**config.mk**
```make
export PLATFORM = sky130hd
export DESIGN_NAME = fetch_sequencer
export DESIGN_NICKNAME = d
export VERILOG_FILES = /design/src/rtl/fetch_pkg.sv /design/src/rtl/pc_reg.sv /design/src/rtl/fetch_sequencer.sv
export SDC_FILE = /design/constraint.sdc
export NUM_CORES = 1
export LEC_CHECK = 0
export ABC_AREA = 1
export BUFFER_PORTS_ARGS = -buffer_cell sky130_fd_sc_hd__buf_4
export CORE_ASPECT_RATIO = 0.5
export CORE_UTILIZATION = 42
export DETAILED_ROUTE_END_ITERATION = 8
export PLACE_DENSITY = 0.68
export SETUP_SLACK_MARGIN = 0.3
export SLEW_MARGIN = 0
export SYNTH_ARGS = -nofsm -noshare
export SYNTH_HDL_FRONTEND = slang
export SYNTH_HIERARCHICAL = 1
export SYNTH_SLANG_ARGS = --single-unit
```
**constraint.sdc**
```tcl
create_clock -name clk -period 2 [get_ports clk]
set_input_delay 0.3 -clock clk [delete_from_list [all_inputs] [get_ports clk]]
set_output_delay 0.3 -clock clk [all_outputs]
set_load 0.01 [all_outputs]
```
**src/rtl/fetch_pkg.sv**
```systemverilog
// Shared types and constants for the instruction fetch sequencer.
package fetch_pkg;

  localparam int XLEN            = 32;
  localparam int PC_STEP_DEFAULT = 4;

  typedef enum logic [2:0] {
    ST_IDLE,
    ST_REQ,
    ST_WAIT,
    ST_KILL,
    ST_HOLD
  } state_e;

  // Redirect targets are word aligned: the two low address bits are forced to zero.
  function automatic logic [XLEN-1:0] align_pc(input logic [XLEN-1:0] addr);
    return addr & ~XLEN'(3);
  endfunction

endpackage

```
**src/rtl/pc_reg.sv**
```systemverilog
// Program counter register: asynchronous reset, load (priority) and increment.
module pc_reg
  import fetch_pkg::*;
#(
  parameter logic [XLEN-1:0] RESET_PC = '0,
  parameter int              PC_STEP  = PC_STEP_DEFAULT
) (
  input  logic            clk_i,
  input  logic            rst_ni,
  input  logic            load_i,
  input  logic [XLEN-1:0] load_pc_i,
  input  logic            inc_i,
  output logic [XLEN-1:0] pc_o
);

  localparam logic [XLEN-1:0] STEP = XLEN'(PC_STEP);

  logic [XLEN-1:0] pc_q;
  logic [XLEN-1:0] pc_d;

  // Next PC: a load always wins over an increment; the add wraps modulo 2^XLEN.
  always_comb begin
    pc_d = pc_q;
    if (load_i) begin
      pc_d = load_pc_i;
    end else if (inc_i) begin
      pc_d = pc_q + STEP;
    end
  end

  // PC state register.
  always_ff @(posedge clk_i or negedge rst_ni) begin
    if (!rst_ni) begin
      pc_q <= RESET_PC;
    end else begin
      pc_q <= pc_d;
    end
  end

  assign pc_o = pc_q;

endmodule

```
**src/rtl/fetch_sequencer.sv**
```systemverilog
// Instruction fetch sequencer: one outstanding memory request, redirect
// handling with response killing, and a held output toward decode.
module fetch_sequencer
  import fetch_pkg::*;
#(
  parameter logic [XLEN-1:0] RESET_PC = 32'h0000_0000,
  parameter int              PC_STEP  = PC_STEP_DEFAULT
) (
  input  logic            clk,
  input  logic            reset,
  input  logic            redirect_valid,
  input  logic [XLEN-1:0] redirect_pc,
  output logic            imem_req,
  output logic [XLEN-1:0] imem_addr,
  input  logic            imem_gnt,
  input  logic            imem_rvalid,
  input  logic [XLEN-1:0] imem_rdata,
  output logic            instr_valid,
  output logic [XLEN-1:0] instr_out,
  output logic [XLEN-1:0] instr_pc,
  input  logic            instr_ready,
  output logic [XLEN-1:0] pc,
  output logic [15:0]     fetch_count
);

  state_e          state_q;
  logic            req_q;
  logic            valid_q;
  logic [XLEN-1:0] instr_q;
  logic [XLEN-1:0] ipc_q;
  logic [15:0]     count_q;

  logic            pc_load;
  logic            pc_inc;
  logic [XLEN-1:0] pc_cur;

  // Redirects apply in every state except IDLE; the PC only advances on an
  // accepted (not redirected) response in WAIT.
  assign pc_load = redirect_valid && (state_q != ST_IDLE);
  assign pc_inc  = (state_q == ST_WAIT) && imem_rvalid && !redirect_valid;

  pc_reg #(
    .RESET_PC (RESET_PC),
    .PC_STEP  (PC_STEP)
  ) u_pc_reg (
    .clk_i     (clk),
    .rst_ni    (reset),
    .load_i    (pc_load),
    .load_pc_i (align_pc(redirect_pc)),
    .inc_i     (pc_inc),
    .pc_o      (pc_cur)
  );

  // Fetch FSM with registered request/valid flags and the decode-side output registers.
  always_ff @(posedge clk or negedge reset) begin
    if (!reset) begin
      state_q <= ST_IDLE;
      req_q   <= 1'b0;
      valid_q <= 1'b0;
      instr_q <= '0;
      ipc_q   <= '0;
      count_q <= '0;
    end else begin
      case (state_q)
        ST_IDLE: begin
          state_q <= ST_REQ;
          req_q   <= 1'b1;
        end
        ST_REQ: begin
          // A redirect without grant just retargets the still-pending request.
          if (redirect_valid && imem_gnt) begin
            state_q <= ST_KILL;
            req_q   <= 1'b0;
          end else if (!redirect_valid && imem_gnt) begin
            state_q <= ST_WAIT;
            req_q   <= 1'b0;
          end
        end
        ST_WAIT: begin
          if (redirect_valid) begin
            // Response arriving with the redirect is dropped; otherwise wait it out in KILL.
            state_q <= imem_rvalid ? ST_REQ : ST_KILL;
            req_q   <= imem_rvalid;
          end else if (imem_rvalid) begin
            state_q <= ST_HOLD;
            valid_q <= 1'b1;
            instr_q <= imem_rdata;
            ipc_q   <= pc_cur;
          end
        end
        ST_KILL: begin
          if (imem_rvalid) begin
            state_q <= ST_REQ;
            req_q   <= 1'b1;
          end
        end
        ST_HOLD: begin
          if (redirect_valid) begin
            state_q <= ST_REQ;
            req_q   <= 1'b1;
            valid_q <= 1'b0;
          end else if (instr_ready) begin
            state_q <= ST_REQ;
            req_q   <= 1'b1;
            valid_q <= 1'b0;
            count_q <= count_q + 16'd1;
          end
        end
        default: begin
          state_q <= ST_IDLE;
          req_q   <= 1'b0;
          valid_q <= 1'b0;
        end
      endcase
    end
  end

  assign imem_req    = req_q;
  assign imem_addr   = pc_cur;
  assign pc          = pc_cur;
  assign instr_valid = valid_q;
  assign instr_out   = instr_q;
  assign instr_pc    = ipc_q;
  assign fetch_count = count_q;

endmodule

```
==> reports/results.ini, run 1 <==
[layout]
design_area_mm2 = 0.00832
fin_nets = 1044
nFillCells = 1297
utilization = 0.603
antennaDiodeCount = 0
final_common_cell = nand2_1
drive_gt1_frac = 0.303
seq_area_mm2 = 0.00293
area_growth_pct = 37.6
layout_common_cells = nand2_1 (361), buf_4 (221), dfrtp_1 (114)
stdcell_count = 1177
multi_input_area_mm2 = 0.00254

[sta]
setup-tns-final_ns = 0
period_needed_ns = 1.62
worst_pin_slew_ns = 0.526
rsz0062_at_grt = true
fin_crit_sh = 0.810
report.final.slew_viol_count = 0
max_slew_margin = 0.649
fmax_mhz = 617
clock_skew_ns = 0.0111
setup_viol_count_final = 0
hold_slack_ns = 0.0830
finalHoldViolCount = 0

[global_routing]
grt_start_max_net_pins = 67
busiest_layer = met2
use_met2 = 0.365
overflow = 0
grtUsageMet1 = 0.299
antenna_found_initial = 0
grt_pass1_vias = 5252
use_met3 = 0.0445
grt_use_total = 0.223
grt_pass1_wl_um = 25900

[critical_path]
crit_fanout = 31
cp_num_buf_inv = 3
cp.arrival_ns = 1.90
max_stage_delay_ns = 0.40
required_ns = 2.28
cp_cell_sequence = inv_1 > a21oi_2 > buf_12 > nor2_2 > buf_12 > a22oi_1 > o21ai_0
slowest_stage = dfrtp_1
crit_type = flop to flop
path_delay_family = compound AO/OA/AOI/OAI gates
critPathLaunchType = flop
end_kind = flop
cpMostUsedCell = buf_12

[drt]
vias_per_cell = 4.79
avgRoutedWirePerCell_um = 13.7
dr_total_vias = 5634
drc = 0
drt_wl_total_um = 16200
drtAntennaViolNets = 0
detail_route.first_pass.iterations = 5
drt_iter0_drc = 354

[clock_tree]
cts.htree.levels = 4
cts_tree = built
clkTransAtPathRegs_ns = 0.06
cts_sinks = 117
cts_buffers = 17
clock_latency_ns = 0.41
root_buffer = clkbuf_16
clk_path_buf_depth = 2

[floorplanning]
start_util = 0.438
io_pins = 216
die_width_um = 172
rows = 30
die_area_mm2 = 0.0149
core-area_mm2 = 0.0138
fp.dieH_um = 86.9

[place]
placed_cells = 1140
detailed_place_hpwl_um = 11200
place_area_mm2 = 0.00760
place.gp.congestion = 0.896
port-buffer-count = 213

[flow_run]
max_cap_violations = 0

[pwr]
pwr_density_cell_mw_per_mm2 = 1520
leakagePower_nw = 4.38
ir_worst_vdd_mv = 0.698

[yosys]
synth_area_mm2 = 0.00605
yosys_warnings = 6
ys_seq_elements = 117
ys_seq_area_frac = 0.484
syn_area_per_cell_um2 = 7.78
synth_cell_types = 31
synthCells = 777

[outcome]
status = complete, no violations

[hold_path]
min_path_type = input pin to flop

## stage by stage
step	setup slack (ns)	power (mW)
2_1_floorplan	0.404	6.99
4_1_cts	0.323	12.8
5_1_grt	0.246	13.5
6_report	0.380	12.7
3_3_place_gp	0.324	9.25
3_5_place_dp	0.259	9.37
## power by group
part | internal [mW] | switching, mW
logic | 2.46 | 2.48
clock network | 2.13 | 1.17
registers | 3.35 | 1.07
## kinds of logic after synthesis
logic type,Yosys count,synth area share
AND/OR/NAND/NOR,503,0.345
flip-flops,117,0.484
buffers and inverters,97,0.0976
AO/OA/AOI/OAI,42,0.0459
XOR/XNOR,15,0.0230
adder cells (fa/ha/maj),2,0.00414
other,1,0.000620
## path summary, 6_finish.rpt
| path | from | endpoint | slack (ns) | cells past startpoint |
|---|---|---|---|---|
| min | imem_rdata[13] | instr_out[13] | 0.08 | 3 |
| max in group asynchronous | reset | instr_out[23] | 1.04 | 3 |
| min in group asynchronous | reset | instr_pc[20] | 0.35 | 2 |
| max | state_q[2] | u_pc_reg/pc_o[11] | 0.38 | 7 |
| max reg2reg | state_q[2] | u_pc_reg/pc_o[11] | 0.38 | 7 |
| min reg2reg | instr_out[24] | instr_out[24] | 0.48 | 2 |
## worst reg2reg max path: stages, from the launching register on
cell and delay, ns:
dfrtp_1 0.40, inv_1 0.11, a21oi_2 0.26, buf_12 0.22, nor2_2 0.09, buf_12 0.17
a22oi_1 0.14, o21ai_0 0.11
## routing by layer
layer	part of all wire	up-vias
met1	0.45	2657
met4	0.012	0
met2	0.48	164
met3	0.055	19
met5	0	-
li1	-	2794
## layout make-up
type,count,area share
clock inverters,14,0.0241
repair buffers,230,0.218
clock buffers,18,0.0528
multi-input cells,564,0.305
inverters,42,0.0192
flip-flops and latches,117,0.352
well taps,192,0.0289
## cells in the mapped netlist
master / count / share of area
a21oi_1: 4 / 0.0033
a22oi_1: 19 / 0.024
and2_1: 4 / 0.0041
and2_2: 1 / 0.0012
buf_2: 4 / 0.0033
buf_4: 33 / 0.041
buf_6: 13 / 0.024
clkbuf_1: 5 / 0.0031
conb_1: 1 / 0.00062
dfrtp_1: 117 / 0.48
ha_1: 2 / 0.0041
inv_1: 38 / 0.024
inv_2: 4 / 0.0025
nand2_1: 361 / 0.22
nand2_2: 8 / 0.0083
nand2_4: 1 / 0.0019
nand3_1: 54 / 0.045
nand3_2: 1 / 0.0017
nand3b_1: 1 / 0.0012
nand4_1: 6 / 0.0062
nor2_1: 51 / 0.032
nor2_2: 9 / 0.0093
nor2_4: 5 / 0.0093
o211ai_1: 3 / 0.0037
o21ai_0: 10 / 0.0083
o21ai_1: 1 / 0.00083
o21bai_1: 5 / 0.0062
or2_2: 1 / 0.0010
xnor2_1: 6 / 0.0087
xnor2_2: 1 / 0.0027
xor2_1: 8 / 0.012
## repair_timing
item | 4_1_cts | 5_1_grt
gates resized for setup | 3 | 8
hold endpoints to repair | 24 | 0
buffers inserted | 1 | 3
hold buffers | 1 | 0
pin swaps | 0 | 1
setup endpoints to repair | 29 | 94
## registers in the layout, indices dropped and copies added (netlist names)
signal	count
instr_valid	1
fetch_count	16
u_pc_reg/pc_o	32
instr_out	32
state_q	3
imem_req	1
instr_pc	32
Note: power is estimated with default switching activity, not from simulation.
==> run 2, diff against run 1 <==
clock period = 1.7 ns   (was 2 ns; I/O delays follow)
==> run 2 against run 1 <==
  * Setup slack lost 0.28 ns
  * Non-clock buffer count grew 70
  * Clock power is essentially flat
  * Die area is the same
  * Sequential power grew 17%
  * Via count grew 11%
  * First-iteration DRC count grew 27%
  * Combinational power grew 55%
  * Wire length grew 29%
  * Clock skew is essentially flat
  * Largest cell class unchanged
==> reports/results.ini, run 2 (synthesized netlist as in run 1, its figures left out) <==
[outcome]
status = complete, no violations

[drt]
drt_iter0_drc = 449  ; +27%
vias_per_cell = 5.03  ; +5.1%
detail_route.first_pass.iterations = 5  ; unchanged
drtAntennaViolNets = 0  ; unchanged
dr_total_vias = 6274  ; +11%
avgRoutedWirePerCell_um = 16.7  ; +22%
drc = 0  ; unchanged
drt_wl_total_um = 20800  ; +29%

[critical_path]
max_stage_delay_ns = 0.41  ; about the same
critPathLaunchType = flop
slowest_stage = dfrtp_1
end_kind = flop
cp.arrival_ns = 1.88  ; -0.02 ns
required_ns = 1.98  ; -0.30 ns
crit_fanout = 7  ; -77%
crit_type = flop to flop
cp_cell_sequence = inv_1 > nor2_2 > nand2_2 > inv_2 > nand2_4 > inv_6 > nor2_4 > buf_6 > buf_12 > a22oi_2 > o21ai_2

[sta]
finalHoldViolCount = 0  ; unchanged
fin_crit_sh = 0.939  ; +0.129
report.final.slew_viol_count = 0  ; unchanged
setup-tns-final_ns = 0  ; unchanged
rsz0062_at_grt = true
period_needed_ns = 1.60  ; -0.0236 ns
fmax_mhz = 626  ; +1.5%
setup_viol_count_final = 0  ; unchanged
clock_skew_ns = 0.0115  ; +0.000351 ns

[clock_tree]
cts.htree.levels = 4  ; unchanged
root_buffer = clkbuf_16
cts_tree = built
cts_sinks = 117  ; unchanged
cts_buffers = 17  ; unchanged
clock_latency_ns = 0.41  ; about the same
clk_path_buf_depth = 2  ; unchanged
clkTransAtPathRegs_ns = 0.06  ; about the same

[floorplanning]
fp.dieH_um = 86.9  ; unchanged
core-area_mm2 = 0.0138  ; unchanged
die_area_mm2 = 0.0149  ; unchanged
io_pins = 216  ; unchanged
rows = 30  ; unchanged
start_util = 0.438  ; unchanged
die_width_um = 172  ; unchanged

[pwr]
internal_power_mw = 9.81  ; +23%
power_switching_mw = 6.32  ; +34%
pwr_density_cell_mw_per_mm2 = 1690  ; +11%
p_seq_frac = 0.320  ; -0.029
ir_worst_vdd_mv = 1.01  ; +45%
clkPwrFrac = 0.203  ; -0.058
swShare = 0.392  ; +0.0192
p_comb_frac = 0.477  ; +0.087
leakagePower_nw = 4.92  ; +12%

[global_routing]
grt_pass1_vias = 5650  ; +7.6%
grt_use_total = 0.248  ; +0.0243
grt_pass1_wl_um = 28200  ; +8.9%
antenna_found_initial = 0  ; unchanged
overflow = 0  ; unchanged
grt_start_max_net_pins = 52  ; -22%

[layout]
antennaDiodeCount = 0  ; unchanged
seq_area_mm2 = 0.00294  ; +0.38%
fin_nets = 1114  ; +6.7%
multi_input_area_mm2 = 0.00286  ; +13%
area_growth_pct = 58.0
layout_common_cells = nand2_1 (346), buf_4 (243), dfrtp_1 (105)
final_common_cell = nand2_1
utilization = 0.692  ; +0.0894
drive_gt1_frac = 0.417  ; +0.115
nFillCells = 1051  ; -19%
stdcell_count = 1247  ; +5.9%

[place]
placed_cells = 1159  ; +1.7%
port-buffer-count = 213  ; unchanged
detailed_place_hpwl_um = 11500  ; +3.2%
place.gp.congestion = 0.870  ; -2.8%

[hold_path]
min_path_type = input pin to flop

[flow_run]
max_cap_violations = 0  ; unchanged

[run 2: cell count changes in the layout (fill, tap and decap cells not counted), sizes merged]
cell	previous run	this run
clkinvlp	3	7
buf	229	289
clkbuf	18	26
bufinv	4	0
clkinv	5	6
bufbuf	0	1
[run 2: area by class of cell]
class | instances | area share
Tap cell | 192 | 0.0251
Sequential cell | 117 | 0.308
Clock buffer | 17 | 0.0445
Multi-Input combinational cell | 564 | 0.299
Clock inverter | 15 | 0.0115
Inverter | 42 | 0.0178
Timing Repair Buffer | 300 | 0.294
[run 2: power by group through the flow]
| stage | Combinational [mW] | Sequential (mW) | Clock (mW) |
|---|---|---|---|
| finish | 7.69 | 5.17 | 3.27 |
| global route | 8.27 | 5.33 | 3.45 |
| CTS | 7.01 | 5.09 | 3.32 |
| detailed placement | 6.25 | 5.10 | 0 |
| global placement | 6.15 | 5.08 | 0 |
| floorplan | 2.82 | 5.53 | 0 |
[run 2: worst paths after layout]
check / cells after the start / to / from / slack [ns]
min reg2reg: 2 / instr_out[29] / instr_out[29] / 0.48
max: 11 / u_pc_reg/pc_o[11] / state_q[1] / 0.10
max in group asynchronous: 3 / u_pc_reg/pc_o[7] / reset / 0.78
min: 3 / instr_out[21] / imem_rdata[21] / 0.04
max reg2reg: 11 / u_pc_reg/pc_o[11] / state_q[1] / 0.10
min in group asynchronous: 2 / instr_pc[20] / reset / 0.30
[run 2: through the flow]
stage	cell area, µm²	power (mW)	setup slack [ns]	hold slack (ns)
finish	9560	16.1	0.104	0.0365
CTS	8930	15.4	0.156	0.0254
floorplan	6140	8.35	0.261	-0.0406
global placement	7840	11.2	0.0877	0.195
global route	9560	17.1	0.0399	0.0325
detailed placement	7840	11.3	0.0520	0.198
[run 2: what timing repair did]
| item | in CTS | in global routing |
|---|---|---|
| setup buffers | 23 | 15 |
| hold buffers | 1 | 0 |
| pin swaps | 11 | 18 |
| setup endpoints to repair | 102 | 135 |
| hold endpoints to repair | 21 | 0 |
| cloned | 6 | 11 |
| gates resized for setup | 58 | 77 |
[run 2: critical path: cells and delay by family, from the launching register on]
family / cells / cell delay [ns]
compound gates: 2 / 0.26
flops: 1 / 0.41
simple gates: 4 / 0.31
buf+inv: 5 / 0.47
[run 2: routing by layer]
layer  global-route usage  wire length [µm]
met4               0.0925               497
met1                0.325              8770
met2                0.409             10000
met3               0.0486              1570
met5                    0                 0
